## src/rtl/spi_pkg.sv

```systemverilog
// Shared SPI register map, bit positions and frame-state encoding.
// Used by both the SPI target and the SPI master controller.
package spi_pkg;

  localparam logic [7:0] REG_CTRL   = 8'h00;
  localparam logic [7:0] REG_STATUS = 8'h04;
  localparam logic [7:0] REG_TXDATA = 8'h08;
  localparam logic [7:0] REG_RXDATA = 8'h0C;

  localparam int CTRL_EN       = 0;
  localparam int CTRL_RX_IE    = 1;
  localparam int CTRL_RX_FLUSH = 2;

  localparam int ST_BUSY     = 0;
  localparam int ST_RX_VALID = 1;
  localparam int ST_RX_FULL  = 2;
  localparam int ST_TX_EMPTY = 3;
  localparam int ST_RX_OVF   = 4;
  localparam int ST_TX_UDR   = 5;

  typedef enum logic {
    FRAME_IDLE,
    FRAME_ACTIVE
  } frame_state_e;

endpackage

```

## src/rtl/spi_target_rxfifo.sv

```systemverilog
// Synchronous RX byte FIFO with push/pop/flush; flush has priority over both.
// Pop and push in the same cycle are both honoured, even when full.
module spi_target_rxfifo #(
  parameter int DEPTH = 4
) (
  input  logic       clk,
  input  logic       rst,
  input  logic       push,
  input  logic [7:0] push_data,
  input  logic       pop,
  input  logic       flush,
  output logic       full,
  output logic       empty,
  output logic [7:0] head
);

  localparam int AW = $clog2(DEPTH);
  localparam logic [AW:0] FULL_CNT = (AW + 1)'(DEPTH);

  logic [7:0]    mem_q [DEPTH];
  logic [AW-1:0] wr_ptr_q, wr_ptr_d, rd_ptr_q, rd_ptr_d;
  logic [AW:0]   count_q, count_d;
  logic          do_push, do_pop;

  assign full  = (count_q == FULL_CNT);
  assign empty = (count_q == '0);
  assign head  = mem_q[rd_ptr_q];

  always_comb begin
    // NOTE: every variable gets a default first so no path leaves it unassigned, which would infer a latch.
    wr_ptr_d = wr_ptr_q;
    rd_ptr_d = rd_ptr_q;
    count_d  = count_q;
    do_pop   = pop && !empty && !flush;
    do_push  = push && !flush && (!full || do_pop);
    if (flush) begin
      wr_ptr_d = '0;
      rd_ptr_d = '0;
      count_d  = '0;
    end else begin
      if (do_push) wr_ptr_d = wr_ptr_q + 1'b1;
      if (do_pop)  rd_ptr_d = rd_ptr_q + 1'b1;
      if (do_push && !do_pop)      count_d = count_q + 1'b1;
      else if (do_pop && !do_push) count_d = count_q - 1'b1;
    end
  end

  // NOTE: non-blocking assignments in clocked blocks so every flop samples pre-edge values.
  always_ff @(posedge clk or posedge rst) begin
    if (rst) begin
      wr_ptr_q <= '0;
      rd_ptr_q <= '0;
      count_q  <= '0;
    end else begin
      wr_ptr_q <= wr_ptr_d;
      rd_ptr_q <= rd_ptr_d;
      count_q  <= count_d;
    end
  end

  // NOTE: storage is not reset; the count gates every read, so stale contents are never visible.
  always_ff @(posedge clk) begin
    if (do_push) mem_q[wr_ptr_q] <= push_data;
  end

endmodule

```

## src/rtl/spi_target.sv

```systemverilog
// SPI Mode 0 target: oversampled pins, byte shifter, frame FSM, RX FIFO and
// a memory-mapped register file with sticky overrun/underrun flags.
module spi_target
  import spi_pkg::*;
#(
  parameter int         RX_DEPTH  = 4,
  parameter logic [7:0] IDLE_BYTE = 8'hFF
) (
  input  logic        clk,
  input  logic        rst,
  input  logic        req_valid,
  input  logic        req_write,
  input  logic [31:0] req_addr,
  input  logic [31:0] req_wdata,
  input  logic [3:0]  req_wstrb,
  output logic [31:0] rdata,
  input  logic        spi_sck,
  input  logic        spi_cs_n,
  input  logic        spi_mosi,
  output logic        spi_miso,
  output logic        spi_miso_oe,
  output logic        irq
);

  logic sck_meta_q, sck_sync_q, sck_dly_q;
  logic cs_meta_q, cs_sync_q, cs_dly_q;
  logic mosi_meta_q, mosi_sync_q;

  frame_state_e state_q, state_d;
  logic [2:0]   bit_cnt_q, bit_cnt_d;
  logic [6:0]   rx_shift_q, rx_shift_d;
  logic [7:0]   tx_shift_q, tx_shift_d;
  logic [7:0]   tx_hold_q, tx_hold_d;
  logic         reload_q, reload_d, tx_pend_q, tx_pend_d;
  logic         en_q, en_d, rx_ie_q, rx_ie_d, rx_ovf_q, rx_ovf_d, tx_udr_q, tx_udr_d;

  logic       sck_rise, sck_fall, cs_fall, cs_rise, load;
  logic       ctrl_wr, status_wr, txdata_wr, rxdata_rd, flush, pop_fire;
  logic       push, fifo_full, fifo_empty;
  logic [7:0] push_data, fifo_head;
  logic       unused_ok;

  assign unused_ok = ^{req_wstrb, req_addr[31:8], req_wdata[31:8]};

  // Pins are asynchronous: two flops for metastability, a third for edge detection.
  always_ff @(posedge clk or posedge rst) begin
    if (rst) begin
      sck_meta_q  <= 1'b0;
      sck_sync_q  <= 1'b0;
      sck_dly_q   <= 1'b0;
      cs_meta_q   <= 1'b1;
      cs_sync_q   <= 1'b1;
      cs_dly_q    <= 1'b1;
      mosi_meta_q <= 1'b0;
      mosi_sync_q <= 1'b0;
    end else begin
      sck_meta_q  <= spi_sck;
      sck_sync_q  <= sck_meta_q;
      sck_dly_q   <= sck_sync_q;
      cs_meta_q   <= spi_cs_n;
      cs_sync_q   <= cs_meta_q;
      cs_dly_q    <= cs_sync_q;
      mosi_meta_q <= spi_mosi;
      mosi_sync_q <= mosi_meta_q;
    end
  end

  assign sck_rise = sck_sync_q & ~sck_dly_q;
  assign sck_fall = ~sck_sync_q & sck_dly_q;
  assign cs_fall  = ~cs_sync_q & cs_dly_q;
  assign cs_rise  = cs_sync_q & ~cs_dly_q;

  assign ctrl_wr   = req_valid && req_write && (req_addr[7:0] == REG_CTRL);
  assign status_wr = req_valid && req_write && (req_addr[7:0] == REG_STATUS);
  assign txdata_wr = req_valid && req_write && (req_addr[7:0] == REG_TXDATA);
  assign rxdata_rd = req_valid && !req_write && (req_addr[7:0] == REG_RXDATA);
  assign flush     = ctrl_wr && req_wdata[CTRL_RX_FLUSH];
  assign pop_fire  = rxdata_rd && !fifo_empty;

  always_comb begin
    state_d    = state_q;
    bit_cnt_d  = bit_cnt_q;
    rx_shift_d = rx_shift_q;
    tx_shift_d = tx_shift_q;
    reload_d   = reload_q;
    tx_hold_d  = tx_hold_q;
    tx_pend_d  = tx_pend_q;
    en_d       = en_q;
    rx_ie_d    = rx_ie_q;
    rx_ovf_d   = rx_ovf_q;
    tx_udr_d   = tx_udr_q;
    push       = 1'b0;
    push_data  = {rx_shift_q, mosi_sync_q};
    load       = 1'b0;

    // Sticky clears first so a coincident set event below wins.
    if (status_wr && req_wdata[ST_RX_OVF]) rx_ovf_d = 1'b0;
    if (status_wr && req_wdata[ST_TX_UDR]) tx_udr_d = 1'b0;

    unique case (state_q)
      FRAME_IDLE: begin
        if (en_q && cs_fall) begin
          state_d   = FRAME_ACTIVE;
          bit_cnt_d = '0;
          load      = 1'b1;
        end
      end
      FRAME_ACTIVE: begin
        if (!en_q || cs_rise) begin
          state_d   = FRAME_IDLE;
          bit_cnt_d = '0;
          reload_d  = 1'b0;
        end else if (sck_rise) begin
          rx_shift_d = {rx_shift_q[5:0], mosi_sync_q};
          bit_cnt_d  = bit_cnt_q + 3'd1;
          if (bit_cnt_q == 3'd7) begin
            push     = 1'b1;
            reload_d = 1'b1;
          end
        end else if (sck_fall) begin
          if (reload_q) begin
            load     = 1'b1;
            reload_d = 1'b0;
          end else begin
            tx_shift_d = {tx_shift_q[6:0], 1'b0};
          end
        end
      end
      default: state_d = FRAME_IDLE;
    endcase

    if (load) begin
      if (tx_pend_q) begin
        tx_shift_d = tx_hold_q;
        tx_pend_d  = 1'b0;
      end else begin
        tx_shift_d = IDLE_BYTE;
        tx_udr_d   = 1'b1;
      end
    end

    // A TXDATA write lands after any same-cycle load, arming the following byte.
    if (txdata_wr) begin
      tx_hold_d = req_wdata[7:0];
      tx_pend_d = 1'b1;
    end
    if (ctrl_wr) begin
      en_d    = req_wdata[CTRL_EN];
      rx_ie_d = req_wdata[CTRL_RX_IE];
    end
    if (push && fifo_full && !pop_fire && !flush) rx_ovf_d = 1'b1;
  end

  always_ff @(posedge clk or posedge rst) begin
    if (rst) begin
      state_q    <= FRAME_IDLE;
      bit_cnt_q  <= '0;
      rx_shift_q <= '0;
      tx_shift_q <= '0;
      reload_q   <= 1'b0;
      tx_hold_q  <= '0;
      tx_pend_q  <= 1'b0;
      en_q       <= 1'b0;
      rx_ie_q    <= 1'b0;
      rx_ovf_q   <= 1'b0;
      tx_udr_q   <= 1'b0;
    end else begin
      state_q    <= state_d;
      bit_cnt_q  <= bit_cnt_d;
      rx_shift_q <= rx_shift_d;
      tx_shift_q <= tx_shift_d;
      reload_q   <= reload_d;
      tx_hold_q  <= tx_hold_d;
      tx_pend_q  <= tx_pend_d;
      en_q       <= en_d;
      rx_ie_q    <= rx_ie_d;
      rx_ovf_q   <= rx_ovf_d;
      tx_udr_q   <= tx_udr_d;
    end
  end

  spi_target_rxfifo #(.DEPTH(RX_DEPTH)) u_rxfifo (
    .clk       (clk),
    .rst       (rst),
    .push      (push),
    .push_data (push_data),
    .pop       (pop_fire),
    .flush     (flush),
    .full      (fifo_full),
    .empty     (fifo_empty),
    .head      (fifo_head)
  );

  assign spi_miso    = (state_q == FRAME_ACTIVE) ? tx_shift_q[7] : 1'b0;
  assign spi_miso_oe = (state_q == FRAME_ACTIVE);
  assign irq         = en_q & rx_ie_q & ~fifo_empty;

  always_comb begin
    rdata = '0;
    case (req_addr[7:0])
      REG_CTRL: begin
        rdata[CTRL_EN]    = en_q;
        rdata[CTRL_RX_IE] = rx_ie_q;
      end
      REG_STATUS: begin
        rdata[ST_BUSY]     = ~cs_sync_q & en_q;
        rdata[ST_RX_VALID] = ~fifo_empty;
        rdata[ST_RX_FULL]  = fifo_full;
        rdata[ST_TX_EMPTY] = ~tx_pend_q;
        rdata[ST_RX_OVF]   = rx_ovf_q;
        rdata[ST_TX_UDR]   = tx_udr_q;
      end
      REG_TXDATA: rdata[7:0] = tx_hold_q;
      REG_RXDATA: rdata[7:0] = fifo_empty ? 8'h00 : fifo_head;
      default: ;
    endcase
  end

endmodule

```

## config.mk

```make
export PLATFORM = sky130hd
export DESIGN_NAME = spi_target
export DESIGN_NICKNAME = d
export VERILOG_FILES = /design/src/rtl/spi_pkg.sv /design/src/rtl/spi_target_rxfifo.sv /design/src/rtl/spi_target.sv
export SDC_FILE = /design/constraint.sdc
export NUM_CORES = 1
export LEC_CHECK = 0
export ABC_CLOCK_PERIOD_IN_PS = 3200
export BUFFER_PORTS_ARGS = -buffer_cell sky130_fd_sc_hd__buf_2
export CAP_MARGIN = 20
export CORE_ASPECT_RATIO = 1.5
export CORE_UTILIZATION = 45
export DETAILED_ROUTE_END_ITERATION = 8
export GPL_TIMING_DRIVEN = 0
export HOLD_SLACK_MARGIN = 0.05
export PLACE_DENSITY = 0.71
export SYNTH_ARGS = -nofsm -noshare
export SYNTH_HDL_FRONTEND = slang
export SYNTH_SLANG_ARGS = --single-unit
export TNS_END_PERCENT = 10
```

## constraint.sdc

```tcl
create_clock -name clk -period 3.2 [get_ports clk]
set_input_delay 0.64 -clock clk [delete_from_list [all_inputs] [get_ports clk]]
set_output_delay 0.64 -clock clk [all_outputs]
set_load 0.05 [all_outputs]
```

==> impl_metrics.tcl <==
set metrics [dict create \
    grt_max_degree 31 \
    die_h_um 116 \
    maxCapViolations 0 \
    cp_slowest_cell "or4_4" \
    grt_pass1_wl_um 12000 \
    p_comb_share_pct 7.6 \
    num_vias 2513 \
    synth_enable_flop_cells 32 \
    max_freq_ghz 0.321 \
    ys_ff_latch 80 \
    cts_tree "yes" \
    arrival_ps 2480 \
    clkPwrFrac_pct 47.3 \
    grt_pass1_vias 2374 \
    path_class "in2out" \
    synth_cell_types 55 \
    track_usage_pct 17.9 \
    io_pins 110 \
    p_per_area_nw_per_um2 518 \
    diodes 0 \
    clock_skew_ps 5.51 \
    postSynthAreaPerCell_um2 12.4 \
    multi_input_area_um2 1570 \
    worstMarginPinSlew_ps 695 \
    wire_per_inst_um 15.3 \
    antenna_found_initial 0 \
    reg2reg_from "sck_dly_q" \
    start_util_pct 46.6 \
    synthArstFlopShare_pct 60.0 \
    finalSetupViolations 0 \
    fin_crit_ps 3120 \
    holdWs_ps 316 \
    drc_errors 0 \
    synthDominantCellAreaShare_pct 28.7 \
    status "completed" \
    path_delay_family "simple AND/OR/NAND/NOR gates" \
    crit_fanout 7 \
    clk_pin_slew_ps 50 \
    synthFlopType "dfrtp_1" \
    rsz0062_at_grt "no" \
    yosys.area.top_type "dfrtp_1" \
    drive_gt1_share_pct 28.3 \
    io_buffers 33 \
    synth_area_um2 3920 \
    place_congestion 0.817 \
    post_cts_buffers 0 \
    cp-startpoint "req_addr[1]" \
    num_rows 41 \
    critPathCaptureType "primary output" \
    leakagePower_nw 2.20 \
    slowest_delay_ps 540 \
    core_area_um2 8410 \
    crit_chain "buf_2, or4_4, or3_1, buf_6, nor3b_4, a221o_1, clkbuf_4" \
    die_width_um 78.2 \
    slew_viol_final 0 \
    synthTopCellsByArea "dfrtp_1 (29%), edfxtp_1 (25%), buf_4 (5.0%), mux4_2 (4.6%), nand2_1 (3.8%)" \
    globalRoute.totalOverflow 0 \
    tns_ps 0 \
    drtPass1Iterations 4 \
    finalWirelength_um 7590 \
    num-fill-cells 702 \
    critPathRequiredTime_ps 2560 \
    area_growth_syn_to_layout_pct 19.3 \
    via_per_inst 5.07 \
    drt_iter0_drc 102 \
    hold_viol_final 0 \
    numCtsBuffers 9 \
    start_kind "input pin" \
    htreeDepth 3 \
    syn-instance-count 316 \
    post-route-period-util_pct 97.5 \
    path_buf_inv 3 \
    cts_num_sinks 80 \
    dieArea_um2 9100 \
    detail-route-antenna-nets 0 \
    root_buffer "clkbuf_16" \
    dp_hpwl_um 5560 \
    clk_latency_ps 330 \
    yosysWarnings 0 \
    yosysSeqAreaShare_pct 55.2 \
    cts_buffer_depth 2 \
    seqCellArea_um2 2170 \
    p_int_w 0.00190 \
    vdd_drop_max_mv 0.292 \
    max-slew-margin-rel_pct 53.7 \
    switching_power_w 0.000527 \
    nNetsFinal 468 \
    swShare_pct 21.8 \
    hold_class "in2async" \
    seq_power_share_pct 45.1 \
]
[through the flow]
stage	cell area (um2)	utilization [%]	setup WS [ps]	total power (W)	instances
after global placement	4310	51.2	-201	0.00129	479
final	4680	55.6	81.0	0.00242	496
after floorplan	4010	-	118	0.00125	339
after CTS	4660	55.4	46.8	0.00244	496
after detailed placement	4330	51.4	-238	0.00130	480
after global routing	4680	55.6	18.3	0.00250	496
[power by group through the flow]
stage	Sequential (W)	Clock [W]	Combinational (W)
after global routing	0.00109	0.00121	0.000198
after detailed placement	0.00111	0	0.000184
after floorplan	0.00111	0	0.000145
after global placement	0.00111	0	0.000178
after CTS	0.00109	0.00117	0.000185
final	0.00109	0.00115	0.000184
[layout by cell type, fill, tap and decap left out, types with 3 or more instances in the layout]
cell type	n
mux2_4	8
bufinv_16	3
o21ai_0	11
clkbuf_16	9
buf_1	3
edfxtp_1	32
and2_1	7
clkbuf_4	4
dfstp_2	3
clkbuf_1	5
buf_2	30
buf_4	26
conb_1	24
o22ai_1	3
ha_1	8
a221o_1	4
mux4_2	8
dfrtp_1	45
or3_1	3
nand2b_1	11
inv_1	10
nand2_1	40
nand4_1	3
a21oi_1	8
a32o_1	3
mux2_2	4
nor2_1	16
mux2i_1	10
and3_1	6
[path summary, 6_finish.rpt]
kind | slack (ps) | to | cells past startpoint
min in group clk | 350 | sck_sync_q | 0
setup reg to reg | 460 | u_rxfifo.count_q[2] | 9
hold / removal | 320 | sck_meta_q | 2
max in group asynchronous | 2300 | cs_dly_q | 3
hold reg to reg | 350 | sck_sync_q | 0
setup / recovery | 80 | rdata[4] | 7
[state kept, by name, summed over array words and instances, names as in the netlist, 2 cells and up]
register           count
u_rxfifo.rd_ptr_q      2
rx_shift_q             7
bit_cnt_q              3
u_rxfifo.count_q       3
tx_hold_q              8
u_rxfifo.wr_ptr_q      2
u_rxfifo.mem_q        32
tx_shift_q             8
[cell usage after synthesis, drive strengths merged (2+ instances only)]
| library cell | number |
|---|---|
| dfrtp | 45 |
| clkbuf | 4 |
| a32o | 3 |
| nand4b | 2 |
| inv | 11 |
| a21oi | 8 |
| buf | 31 |
| o22ai | 3 |
| and3 | 6 |
| nand3 | 2 |
| edfxtp | 32 |
| and3b | 2 |
| nand2b | 11 |
| dfstp | 3 |
| nor4 | 2 |
| a22o | 2 |
| mux4 | 8 |
| mux2 | 12 |
| xor2 | 2 |
| a221o | 4 |
| o21a | 2 |
| or3 | 4 |
| or4 | 2 |
| nand2 | 40 |
| mux2i | 10 |
| a211oi | 3 |
| o21ai | 11 |
| nand4 | 3 |
| ha | 8 |
| and2 | 7 |
| nor3 | 3 |
| nor2 | 16 |
| a31oi | 2 |
[cells by family (layout without fill, tap and decap cells)]
group / after synthesis / count (layout) / share of synthesized area [%]
multiplexers: 30 / 30 / 11.4
flip-flops: 80 / 80 / 55.2
AO/OA/AOI/OAI: 44 / 44 / 7.91
adder cells (fa/ha/maj): 9 / 9 / 3.06
other: 1 / 24 / 0.0956
buffers and inverters: 46 / 96 / 7.12
XOR/XNOR: 2 / 2 / 0.447
AND/OR/NAND/NOR: 104 / 104 / 14.8
[timing repair]
item | CTS | global route
hold buffers | 0 | 0
endpoints found under the setup margin | 0 | 5
resized for setup | 0 | 5
[area by class of cell]
cell class	instances	share of cell area, %
plain buffers	35	5.08
clock buffers	10	4.89
clock inverters	6	2.30
inverters	11	0.883
multi-input cells	213	33.5
flip-flops and latches	80	46.3
well taps	107	2.86
repair buffers	34	4.17
[worst register-to-register path: cells and delay by family (launching register included)]
kind / cells / cell delay (ps)
AND/OR/NAND/NOR: 3 / 720
AO/OA/AOI/OAI: 2 / 640
adder cells (fa/ha/maj): 2 / 510
flip-flops: 1 / 380
multiplexers: 1 / 350
buffers and inverters: 1 / 60
[per-layer routing]
metal,up-vias,track usage [%],part of all wire (%)
met2,49,32.2,56
met5,-,0,0
met1,1240,20.1,41
met3,2,4.61,2.9
met4,0,7.04,0.61
li1,1222,-,-
Note: power is estimated with default switching activity, not from simulation.
